[config.mk]
export PLATFORM = sky130hd
export DESIGN_NAME = queue_master
export DESIGN_NICKNAME = d
export VERILOG_FILES = /design/src/rtl/queue_master.sv
export SDC_FILE = /design/constraint.sdc
export NUM_CORES = 1
export LEC_CHECK = 0
export BUFFER_PORTS_ARGS = -buffer_cell sky130_fd_sc_hd__buf_2
export CAP_MARGIN = 20
export CORE_ASPECT_RATIO = 1.5
export CORE_UTILIZATION = 30
export CTS_CLUSTER_SIZE = 40
export DETAILED_ROUTE_END_ITERATION = 10
export PLACE_DENSITY_LB_ADDON = 0.05
export SYNTH_ARGS = -nofsm -noshare
export SYNTH_HDL_FRONTEND = slang
export SYNTH_SLANG_ARGS = --single-unit
[constraint.sdc]
create_clock -name clock_10KHZ -period 1.75 [get_ports clock_10KHZ]
set_input_delay 0.175 -clock clock_10KHZ [delete_from_list [all_inputs] [get_ports clock_10KHZ]]
set_output_delay 0.175 -clock clock_10KHZ [all_outputs]
set_load 0.05 [all_outputs]
[src/rtl/queue_master.sv]
// Command front-end for an external queue. It issues one enqueue or dequeue strobe per
// command, waits for the occupancy to change or for a timeout, and reports a result code.
module queue_master #(
  parameter int unsigned TIMEOUT = 15,
  parameter int unsigned GUARD   = 2
) (
  input  logic       clock_10KHZ,
  input  logic       reset,
  input  logic       cmd_valid,
  input  logic       cmd_op,
  input  logic [7:0] cmd_data,
  output logic       cmd_ready,
  input  logic [3:0] q_len_in,
  input  logic [7:0] q_data_in,
  output logic       enqueue_out,
  output logic       dequeue_out,
  output logic [7:0] q_data_out,
  output logic [7:0] data_out,
  output logic       done_out,
  output logic [1:0] err_out,
  output logic [2:0] state_out
);

  localparam int unsigned CNT_W = 8;
  localparam int unsigned LEN_W = 4;
  localparam logic [CNT_W-1:0] TO_LAST    = CNT_W'(TIMEOUT - 1);
  localparam logic [CNT_W-1:0] GUARD_LAST = CNT_W'((GUARD > 0) ? (GUARD - 1) : 0);
  localparam logic [LEN_W-1:0] LEN_FULL   = LEN_W'(8);
  localparam logic [LEN_W-1:0] LEN_EMPTY  = LEN_W'(0);

  localparam logic [1:0] ERR_OK      = 2'b00;
  localparam logic [1:0] ERR_FULL    = 2'b01;
  localparam logic [1:0] ERR_EMPTY   = 2'b10;
  localparam logic [1:0] ERR_TIMEOUT = 2'b11;

  typedef enum logic [2:0] {
    S_IDLE   = 3'd0,
    S_ISSUE  = 3'd1,
    S_SETTLE = 3'd2,
    S_DONE   = 3'd3
  } state_t;

  state_t           r_state;
  logic             r_op;
  logic [LEN_W-1:0] r_len_snap;
  logic [CNT_W-1:0] r_cnt;
  logic             w_ack;

  assign w_ack     = (q_len_in != r_len_snap);
  assign state_out = r_state;

  // Whole controller: state, strobes, result code and captured data move together
  always_ff @(posedge clock_10KHZ) begin
    if (reset) begin
      r_state     <= S_IDLE;
      r_op        <= 1'b0;
      r_len_snap  <= '0;
      r_cnt       <= '0;
      cmd_ready   <= 1'b1;
      enqueue_out <= 1'b0;
      dequeue_out <= 1'b0;
      q_data_out  <= '0;
      data_out    <= '0;
      done_out    <= 1'b0;
      err_out     <= ERR_OK;
    end else begin
      done_out <= 1'b0;
      case (r_state)
        S_IDLE: begin
          if (cmd_valid && cmd_ready) begin
            r_op       <= cmd_op;
            q_data_out <= cmd_data;
            r_len_snap <= q_len_in;
            r_cnt      <= '0;
            cmd_ready  <= 1'b0;
            if (!cmd_op && (q_len_in == LEN_FULL)) begin
              r_state  <= S_DONE;
              done_out <= 1'b1;
              err_out  <= ERR_FULL;
            end else if (cmd_op && (q_len_in == LEN_EMPTY)) begin
              r_state  <= S_DONE;
              done_out <= 1'b1;
              err_out  <= ERR_EMPTY;
            end else begin
              r_state     <= S_ISSUE;
              enqueue_out <= ~cmd_op;
              dequeue_out <= cmd_op;
            end
          end
        end

        S_ISSUE: begin
          // Any occupancy change acknowledges, and it takes priority over timeout
          if (w_ack) begin
            enqueue_out <= 1'b0;
            dequeue_out <= 1'b0;
            r_cnt       <= '0;
            if (r_op) begin
              data_out <= q_data_in;
            end
            if (GUARD == 0) begin
              r_state  <= S_DONE;
              done_out <= 1'b1;
              err_out  <= ERR_OK;
            end else begin
              r_state <= S_SETTLE;
            end
          end else if (r_cnt == TO_LAST) begin
            enqueue_out <= 1'b0;
            dequeue_out <= 1'b0;
            r_state     <= S_DONE;
            done_out    <= 1'b1;
            err_out     <= ERR_TIMEOUT;
          end else begin
            r_cnt <= r_cnt + CNT_W'(1);
          end
        end

        S_SETTLE: begin
          if (r_cnt == GUARD_LAST) begin
            r_state  <= S_DONE;
            done_out <= 1'b1;
            err_out  <= ERR_OK;
          end else begin
            r_cnt <= r_cnt + CNT_W'(1);
          end
        end

        S_DONE: begin
          r_state   <= S_IDLE;
          cmd_ready <= 1'b1;
        end

        default: begin
          r_state     <= S_IDLE;
          cmd_ready   <= 1'b1;
          enqueue_out <= 1'b0;
          dequeue_out <= 1'b0;
        end
      endcase
    end
  end

endmodule

# After elaboration in Yosys (flattened, before gate mapping)
# Index checks and enable logic that the tools add are counted.
[classes]
n_addsub = 1
multipliers = 0
div_mod_pow = 0
order_cmp = 0
eq_ne = 17
shift = 0
n_mux = 38
bitwise_logic = 3
n_reduce_logical = 16
[op_table]
columns = ["operator", "n"]
rows = [
  ["$mux W8", 4],
  ["$pmux W8 S3", 1],
  ["$mux W2", 8],
  ["$mux W1", 15],
  ["$ne A2 B2 Y1 const B", 7],
  ["$mux W3", 4],
  ["$ne A3 B3 Y1 const B", 3],
  ["$pmux W1 S3", 3],
  ["$pmux W3 S3", 1],
  ["$add A8 B1 Y8 const B", 1],
  ["$eq A8 B1 Y1 const B", 1],
  ["$eq A8 B4 Y1 const B", 1],
  ["$eq A3 B2 Y1 const B", 2],
  ["$pmux W2 S3", 1],
  ["$reduce_and A3 Y1", 2],
  ["$reduce_and A6 Y1", 1],
  ["$reduce_and A5 Y1", 1],
  ["$eq A4 B4 Y1 const B", 1],
  ["$logic_not A4 Y1", 1],
  ["$ne A4 B4 Y1", 1],
  ["$reduce_and A2 Y1", 2],
  ["$reduce_and A4 Y1", 1],
  ["$reduce_or A2 Y1", 2],
  ["$eq A3 B1 Y1 const B", 1],
  ["other kinds (6)", 10],
]
[word_totals]
ff_bits = 38
latch_bits = 0
mem_bits_rw = 0
romBits = 0
out_inout_bits = 25
mem_count = 0

# Longest topological paths before layout
# Gate-level depths: netlist (run 1).
[logic_depth]
ltp_word = 6
mapped_depth = 7

# Worst setup path before layout (run 1)
# No wires, ideal clock.
[synth_path]
path_kind = "reg-to-reg"
from = "reg r_state[0] (netlist: state_out[0])"
to = "reg r_cnt[7]"
setup_time_ps = 101
arrival_ps = 2220
required_ps = 1649
setup_slack_ps = -571
stages_incl_launch_ff = 8
path_buffers = 0
period_less_slack_ps = 2321
path_cell_list = "dfxtp_1 inv_1 ha_1 nor2b_1 nand2_1 o21ai_4 nand4_2 o41ai_1"
[synth_between]
elab_chain_cells = 3
word_cells_on_any_way = 9
cone_classes = "eq/ne: 5; mux: 1; reduce/logical: 3"
[synth_lines]
columns = ["item", "line", "text"]
rows = [
  ["start, declared", "43", "state_t r_state;"],
  ["start signal, assigned", "55", "r_state <= S_IDLE;"],
  ["start signal, assigned", "77", "r_state <= S_DONE;"],
  ["start signal, assigned", "81", "r_state <= S_DONE;"],
  ["$eq A3 B1 Y1, or another cell as far along", "68", "case (r_state)"],
  ["$ne A3 B3 Y1 (no source line), or another cell as far along", "-", ""],
  ["$reduce_and A4 Y1 (no source line)", "-", ""],
  ["end signal, assigned", "115", "r_cnt <= r_cnt + CNT_W'(1);"],
  ["end signal, assigned", "125", "r_cnt <= r_cnt + CNT_W'(1);"],
  ["end, declared", "46", "logic [CNT_W-1:0] r_cnt;"],
]
# Parallel ways exist; a longest one is shown, timed or not.
# A chain may end at the register's enable or synchronous reset.

# Worst setup path after layout (run 1)
[layout_path]
from = "reg r_cnt[7]"
to = "reg r_cnt[2]"
[layout_between]
elab_chain_cells = 3
word_cells_on_any_way = 5
cone_classes = "eq/ne: 4; reduce/logical: 1"
[layout_lines]
columns = ["item", "line"]
rows = [
  ["$eq A8 B4 Y1 / $eq A8 B1 Y1 (equally long branches)", "108, 120"],
  ["$ne A3 B3 Y1 (no source line) / $ne A2 B2 Y1 (equally long branches)", "-"],
  ["$reduce_and A4 Y1 (no source line) *", "-"],
]
# Mark *: on every way between the ends. The rest lies on a longest branch, timed or not.

==> qor.yml, run 1 <==
run_status:
  status: "finished with violations"
  violations: "negative setup slack"
critical_path:
  start_kind: "flip-flop"
  cp_data_arrival_time_ns: 2.18
  worstPathMaxFanout: 8
  rr_worst_depth: 6
  critPathKind: "flip-flop to flip-flop"
  required_ns: 1.97
  cp-end-kind: "flip-flop"
synth:
  post-synth-top-count-cell: "nand2_1"
  yosys_warnings: 0
  synth_area_per_cell_um2: 8.57
  synth_seq_cells: 37
  async_flop_share: 0
  synth_cells: 213
  synth_top_area_cell: "dfxtp_1"
  yosys.cell_types.count: 46
  syn_area_um2: 1830
  synthTopCellsByArea: "dfxtp_1 (41%), nand2_1 (8.2%), ha_1 (5.5%), a21oi_1 (5.2%), mux2i_1 (4.4%)"
  synth_top_area_frac: 0.406
  synth.yosys.seq_area_share: 0.406
  synth_flop_cell: "dfxtp_1"
  synth_common_cells: "nand2_1 (40), dfxtp_1 (37), a21oi_1 (19)"
  synth_edf_count: 0
  synth_fp_nets: 245
timing:
  fmax_mhz: 511
  period_needed_ns: 1.96
  drv_slew: 0
  worst_slack_ns: -0.207
  fin_worst_skew_ns: 0.00319
  rsz0062_at_grt: "yes"
  fin_crit_sh: 1.12
  timing.hold.ws_ns: 0.117
  setup_viol: 15
  setup_tns_ns: -2.25
  hold_viol_final: 0
routing:
  vias: 1755
  vias_per_cell: 4.81
  wire_per_inst_um: 13.7
  drt-total-wl_um: 4990
  drtIter0Drc: 66
  drt_first_pass_iters: 6
  drt.antenna.violating_nets: 0
  drc: 0
cts:
  cts_made_buffers: 5
  cts_root_buf: "clkbuf_8"
  tritoncts: "built"
  clockBufferDepth: 2
  hold_buffers: 0
  numClockSinks: 37
  htreeDepth: 2
  clk_latency_ns: 0.29
  clk_pin_slew_ns: 0.07
cells_and_area:
  postLayoutCoreUtil: 0.453
  area_growth_syn_to_layout_pct: 44.6
  diodes: 0
  drive_gt1_frac: 0.427
  layout.nets: 325
  instances_no_fill: 365
  fin_area_um2: 2640
min_path:
  hp-class: "input pin to flip-flop"
  min_path_cells: 3
global_routing:
  grt_max_degree: 21
  antenna_found_initial: 0
  grt_pass1_vias: 1732
  grt_overflow: 0
  grt_util_all_layers: 0.161
  grt_pass1_wl_um: 7910
floorplan:
  initial_core_util: 0.313
  fp.dieArea_um2: 6410
  fp.coreArea_um2: 5830
  die_h_um: 97.5
  ios: 49
  rows: 34
  die_x_um: 65.7
power:
  peakVddDrop_mv: 0.391
  p_leak_nw: 1.09
  pwr_density_cell_nw_per_um2: 1410
job:
  cap_violations: 0
place:
  dpl_cell_area_um2: 2380
  hpwl_um: 3630
  place_inst: 353
  port_buffers: 47
  place_congestion: 0.739
-- worst max-delay path: stages (launching register included) --
cell and delay [ns]:
dfxtp_1 0.32, or4_4 0.54, or4_4 0.51, o221ai_4 0.20, buf_12 0.15, a21oi_2 0.04
o22ai_2 0.12
-- power by group --
group,leakage (nW),switching [mW],internal (mW)
Sequential,0.302,0.0842,0.996
Clock,0.0540,0.306,0.414
Combinational,0.731,1.18,0.738
Total,1.09,1.57,2.15
-- repair_timing --
| item | CTS | global route |
|---|---|---|
| resized for setup | 7 | 15 |
| gates cloned | 0 | 0 |
| pin swaps | 4 | 6 |
| setup endpoints to repair | 15 | 18 |
| buffers inserted | 1 | 4 |
-- final cells by class --
cell class	count	area (um^2)
Multi-Input combinational cell	156	1140
Tap cell	72	90.1
Timing Repair Buffer	81	507
Fill cell	599	3190
Inverter	12	45.0
Clock buffer	5	68.8
Clock inverter	2	35.0
Sequential cell	37	751
-- final timing paths --
kind	start	end	slack, ns
setup / recovery	r_cnt[7]	r_cnt[2]	-0.21
hold / removal	q_data_in[2]	data_out[2]	0.12
setup reg to reg	r_cnt[7]	r_cnt[2]	-0.21
hold reg to reg	q_data_out[2]	q_data_out[2]	0.45
-- through the flow --
stage               worst slack (ns)  total power [mW]
finish                        -0.207              3.72
global route                  -0.302              3.95
CTS                           -0.206              3.59
detailed placement            -0.285              2.84
global placement              -0.257              2.84
floorplan                     -0.114              2.26
-- kinds of logic (layout without fill, tap and decap cells) --
kind of cell | count (synthesis) | count (layout) | share of synthesized area
adder cells (fa/ha/maj) | 8 | 8 | 0.0548
XOR/XNOR | 5 | 5 | 0.0240
buffers and inverters | 20 | 100 | 0.0439
flip-flops | 37 | 37 | 0.406
other | 1 | 1 | 0.00205
AO/OA/AOI/OAI | 54 | 54 | 0.214
AND/OR/NAND/NOR | 80 | 80 | 0.212
multiplexers | 8 | 8 | 0.0439
-- layout by cell type, fill, tap and decap left out, types with 2 or more instances in the layout --
cell	n
inv_1	10
o22ai_2	2
buf_2	47
inv_2	2
and2_1	3
a22oi_2	3
a21oi_1	15
a21oi_2	4
xnor2_1	4
dfxtp_1	33
and3_1	2
dfxtp_4	2
o31ai_1	3
or3_1	2
o21ai_1	5
a32oi_1	2
mux2i_1	8
or4_4	2
o21ai_4	3
nand2_1	40
ha_1	7
or2_2	2
nor2_1	12
buf_4	32
clkbuf_8	5
nand3_1	5
dfxtp_2	2
o21ai_0	2
a311oi_2	2
-- sequential cells by signal (all words and copies together) (netlist names) --
register and cells:
r_op 1, dequeue_out 1, state_out 2, err_out 2, r_len_snap 4, cmd_ready 1
done_out 1, r_cnt 8, q_data_out 8, enqueue_out 1, data_out 8
-- metal layers --
metal	routed length, um	track usage	vias to the layer above
met5	0	0	-
met4	97	0.0669	0
met3	136	0.0317	7
met2	2710	0.306	29
met1	2050	0.162	813
li1	-	-	906
Power figures use the tool's default switching activity.
==> run 2: changes to the inputs <==
RECOVER_POWER = 100   (was not set)
SKIP_LAST_GASP = 1   (was not set)
clock period = 2 ns   (was 1.75 ns; I/O delays follow)
==> run 2 against run 1 <==
  * The run now ends clean
  * Register-to-register slack improved by 0.28 ns
  * Hold slack improved by 0.015 ns
  * Combinational power fell by 24%
  * Flip-flop and latch count did not move
  * Non-clock buffer count fell by 12
  * Critical endpoint is now r_cnt[1]
  * Largest power group unchanged
==> qor.yml, run 2 (same netlist as run 1, synthesis figures left out) <==
timing:
  timing.hold.ws_ns: 0.132
  worst_slack_ns: 0.0691
  fmax_mhz: 518
  fin_crit_sh: 0.965
  slew_headroom: 0.596
  hold_viol_final: 0
  setup_tns_ns: 0
  setup_viol: 0
  tightestPinTransition_ns: 0.606
  fin_worst_skew_ns: 0.00626
  rsz0062_at_grt: "no"
  drv_slew: 0
  period_needed_ns: 1.93
floorplan:
  die_h_um: 97.5
  fp.dieArea_um2: 6410
  ios: 49
  rows: 34
  initial_core_util: 0.313
  die_x_um: 65.7
  fp.coreArea_um2: 5830
power:
  peakVddDrop_mv: 0.472
  pwr_density_cell_nw_per_um2: 1250
  p_leak_nw: 0.910
  power_mw: 3.06
place:
  hpwl_um: 3520
  port_buffers: 47
  place_inst: 342
  place_congestion: 0.774
  dp_slack_ns: 0.0262
cts:
  clk_pin_slew_ns: 0.08
  clockBufferDepth: 2
  cts_made_buffers: 5
  cts_root_buf: "clkbuf_8"
  clk_latency_ns: 0.29
  htreeDepth: 2
  numClockSinks: 37
  tritoncts: "built"
critical_path:
  critPathKind: "flip-flop to flip-flop"
  required_ns: 2.23
  critical-path-slowest-cell: "or4_4"
  crit_path_cell_trace: "or4_4 > or4_4 > o221ai_4 > buf_12 > buf_6 > nand2_1 > o21ai_1"
  start_kind: "flip-flop"
  slowest_delay_ns: 0.53
  cp_data_arrival_time_ns: 2.16
  rrSetupSlack_ns: 0.07
  worstPathMaxFanout: 8
  cpMostUsedCell: "or4_4"
  cp-end-kind: "flip-flop"
global_routing:
  grt_overflow: 0
  grt_max_degree: 22
  antenna_found_initial: 0
  grt_pass1_wl_um: 7630
  grt_util_all_layers: 0.154
  grt_pass1_vias: 1611
routing:
  vias: 1723
  vias_per_cell: 4.87
  wire_per_inst_um: 13.4
  drt.antenna.violating_nets: 0
  drt_first_pass_iters: 4
  drc: 0
  drt-total-wl_um: 4740
  drtIter0Drc: 51
cells_and_area:
  area_growth_syn_to_layout_pct: 34.1
  instances_no_fill: 354
  drive_gt1_frac: 0.252
  reg.largest.list: "data_out: 8 flops, q_data_out: 8 flops, r_cnt: 8 flops"
  mostFrequentLayoutCell: "nand2_1"
  layout_common_cells: "nand2_1 (40), dfxtp_1 (35), clkbuf_1 (27)"
  layout.nets: 313
  diodes: 0
  num-fill-cells: 624
run_status:
  status: "complete, no violations"
job:
  cap_violations: 0
min_path:
  hp-class: "input pin to flip-flop"
run 2: changes by cell type in the layout (fill, tap and decap cells not counted), sizes merged:
cell,change
clkbuf,+27
buf,-38
run 2: final timing paths:
kind / cells after the start / end / startpoint
min: 3 / q_data_out[2] / cmd_data[2]
max: 7 / r_cnt[1] / r_cnt[7]
min reg2reg: 2 / q_data_out[7] / q_data_out[7]
max reg2reg: 7 / r_cnt[1] / r_cnt[7]
run 2: report_power, final:
part           leakage [nW]  internal, mW  switching (mW)
Clock                0.0554         0.374           0.282
Sequential            0.302         0.870          0.0895
Combinational         0.553         0.498           0.950
Total                 0.910          1.74            1.32
run 2: critical path: cells and delay by family (launching register included):
| kind | cells | cell delay (ns) |
|---|---|---|
| simple gates | 3 | 1.07 |
| flops | 1 | 0.31 |
| buf+inv | 2 | 0.25 |
| compound gates | 2 | 0.23 |
run 2: per-layer routing:
metal / share of wire / track usage / wire length [um] / vias to the layer above
met5: 0 / 0 / 0 / -
li1: - / - / - / 885
met2: 0.52 / 0.272 / 2470 / 28
met4: 0.015 / 0.0502 / 70 / 0
met3: 0.028 / 0.0282 / 133 / 5
met1: 0.44 / 0.180 / 2070 / 805
run 2: repair_timing:
item | in CTS | in global routing
resized for setup | 0 | 11
buffers inserted | 0 | 4
hold buffers | 0 | 0
endpoints found under the setup margin | 0 | 8
hold endpoints to repair | 0 | 0
run 2: cell type report:
class                      count  area (um^2)  share of cell area
clock buffer                   6         72.6              0.0296
clock inverter                 2         38.8              0.0158
inverter                      12         45.0              0.0184
multi-input combinational    156         1080               0.440
sequential                    37          748               0.306
tap                           72         90.1              0.0368
timing repair buffer          69          377               0.154
run 2: metrics by stage:
step                instance area [um^2]  utilization
floorplan                           1840            -
global placement                    2270        0.389
detailed placement                  2270        0.389
CTS                                 2380        0.408
global route                        2450        0.420
finish                              2450        0.420
==> run 3: changes to the inputs <==
CORE_ASPECT_RATIO = 1.4   (was 1.5)
clock period = 2.3 ns   (was 2 ns; I/O delays follow)
==> run 3 against run 2 <==
  * Critical path depth decreased by 2
  * First-iteration DRC count decreased by 3.9%
  * Critical endpoint is now r_cnt[4]
  * Design area decreased by 7.4%
  * Critical path type unchanged
==> qor.yml, run 3 (same netlist as run 1, synthesis figures left out) <==
run_status:
  status: "complete, no violations"
cells_and_area:
  fin_area_um2: 2270
  area_growth_syn_to_layout_pct: 24.2
  mostFrequentLayoutCell: "nand2_1"
  reg.largest.list: "data_out: 8 flops, q_data_out: 8 flops, r_cnt: 8 flops"
  layout_common_cells: "nand2_1 (40), dfxtp_1 (35), clkbuf_1 (27)"
  postLayoutCoreUtil: 0.387
  layout.nets: 299
  drive_gt1_frac: 0.172
  diodes: 0
cts:
  htreeDepth: 2
  clk_pin_slew_ns: 0.08
  numClockSinks: 37
  hold_buffers: 0
  tritoncts: "built"
  cts_root_buf: "clkbuf_8"
  clockBufferDepth: 2
  clk_latency_ns: 0.29
  cts_made_buffers: 5
floorplan:
  die_h_um: 94.3
  initial_core_util: 0.311
  rows: 33
  fp.coreArea_um2: 5860
  die_x_um: 67.9
  ios: 49
  fp.dieArea_um2: 6410
global_routing:
  grt_max_degree: 21
  grt_pass1_wl_um: 7270
  antenna_found_initial: 0
  grt_overflow: 0
  grt_util_all_layers: 0.150
  grt_pass1_vias: 1517
routing:
  drc: 0
  drt-total-wl_um: 4500
  vias: 1662
  vias_per_cell: 4.92
  drt_first_pass_iters: 4
  drtIter0Drc: 49
  wire_per_inst_um: 13.3
  drt.antenna.violating_nets: 0
critical_path:
  rrSetupSlack_ns: 0.23
  cp_data_arrival_time_ns: 2.28
  start_kind: "flip-flop"
  required_ns: 2.51
  cp-end-kind: "flip-flop"
  worstPathMaxFanout: 8
  critPathKind: "flip-flop to flip-flop"
place:
  dpl_cell_area_um2: 2180
  port_buffers: 47
  place_congestion: 0.728
  hpwl_um: 3370
  dp_slack_ns: 0.233
timing:
  tightestPinTransition_ns: 0.616
  fin_crit_sh: 0.901
  worst_slack_ns: 0.227
  rsz0062_at_grt: "no"
  hold_viol_final: 0
  fmax_mhz: 482
  drv_slew: 0
  period_needed_ns: 2.07
  setup_tns_ns: 0
  setup_viol: 0
  slew_headroom: 0.591
  fin_worst_skew_ns: 0.00480
power:
  peakVddDrop_mv: 0.313
  pwr_density_cell_nw_per_um2: 1140
  p_leak_nw: 0.829
min_path:
  hp-class: "input pin to flip-flop"
job:
  cap_violations: 0
run 3: changes by cell type in the layout (fill, tap and decap cells not counted), moves of 3 or more:
cell	change
o21ai_0	+4
buf_4	-12
a22oi_1	+3
a22oi_2	-3
o21ai_1	-4
run 3: metrics by stage:
step | hold slack (ns) | cells | power (mW)
after global placement | 0.439 | 330 | 1.98
after CTS | 0.162 | 338 | 2.68
after floorplan | 0.366 | 213 | 1.67
after global routing | 0.167 | 338 | 2.77
final | 0.167 | 338 | 2.59
after detailed placement | 0.443 | 330 | 1.98
run 3: timing repair:
| item | 4_1_cts | 5_1_grt |
|---|---|---|
| resized for setup | 0 | 1 |
| buffers inserted | 0 | 0 |
| hold endpoints to repair | 0 | 0 |
| endpoints found under the setup margin | 0 | 1 |
run 3: area by class of cell:
type / instances / area [um^2]
clock buffer: 5 / 68.8
multi-input combinational: 156 / 1000
clock inverter: 3 / 68.8
fill: 642 / 3600
inverter: 12 / 45.0
sequential: 37 / 743
timing repair buffer: 55 / 254
tap: 70 / 87.6
run 3: final timing paths:
| check | from | endpoint | cells past startpoint |
|---|---|---|---|
| setup / recovery | r_cnt[4] | r_cnt[4] | 5 |
| hold / removal | q_data_in[0] | data_out[0] | 3 |
| setup reg to reg | r_cnt[4] | r_cnt[4] | 5 |
| hold reg to reg | q_data_out[5] | q_data_out[5] | 2 |
run 3: report_power, final:
part	leakage (nW)	total [mW]	internal, mW	switching [mW]
clock network	0.0687	0.693	0.437	0.256
registers	0.302	0.826	0.751	0.0752
logic	0.459	1.07	0.303	0.770
total	0.829	2.59	1.49	1.10
run 3: worst max-delay path, cell delays in order, from the launching register on:
cell      delay [ns]
dfxtp_1         0.36
or4_1           0.54
or4_1           0.54
o221ai_4        0.31
a22oi_1         0.16
o31ai_1         0.08
run 3: routing by layer:
layer  track usage  wire [um]  vias up
li1              -          -      857
met1         0.178       2000      768
met2         0.256       2280       33
met3        0.0352        176        4
met4        0.0521         51        0
met5             0          0        -
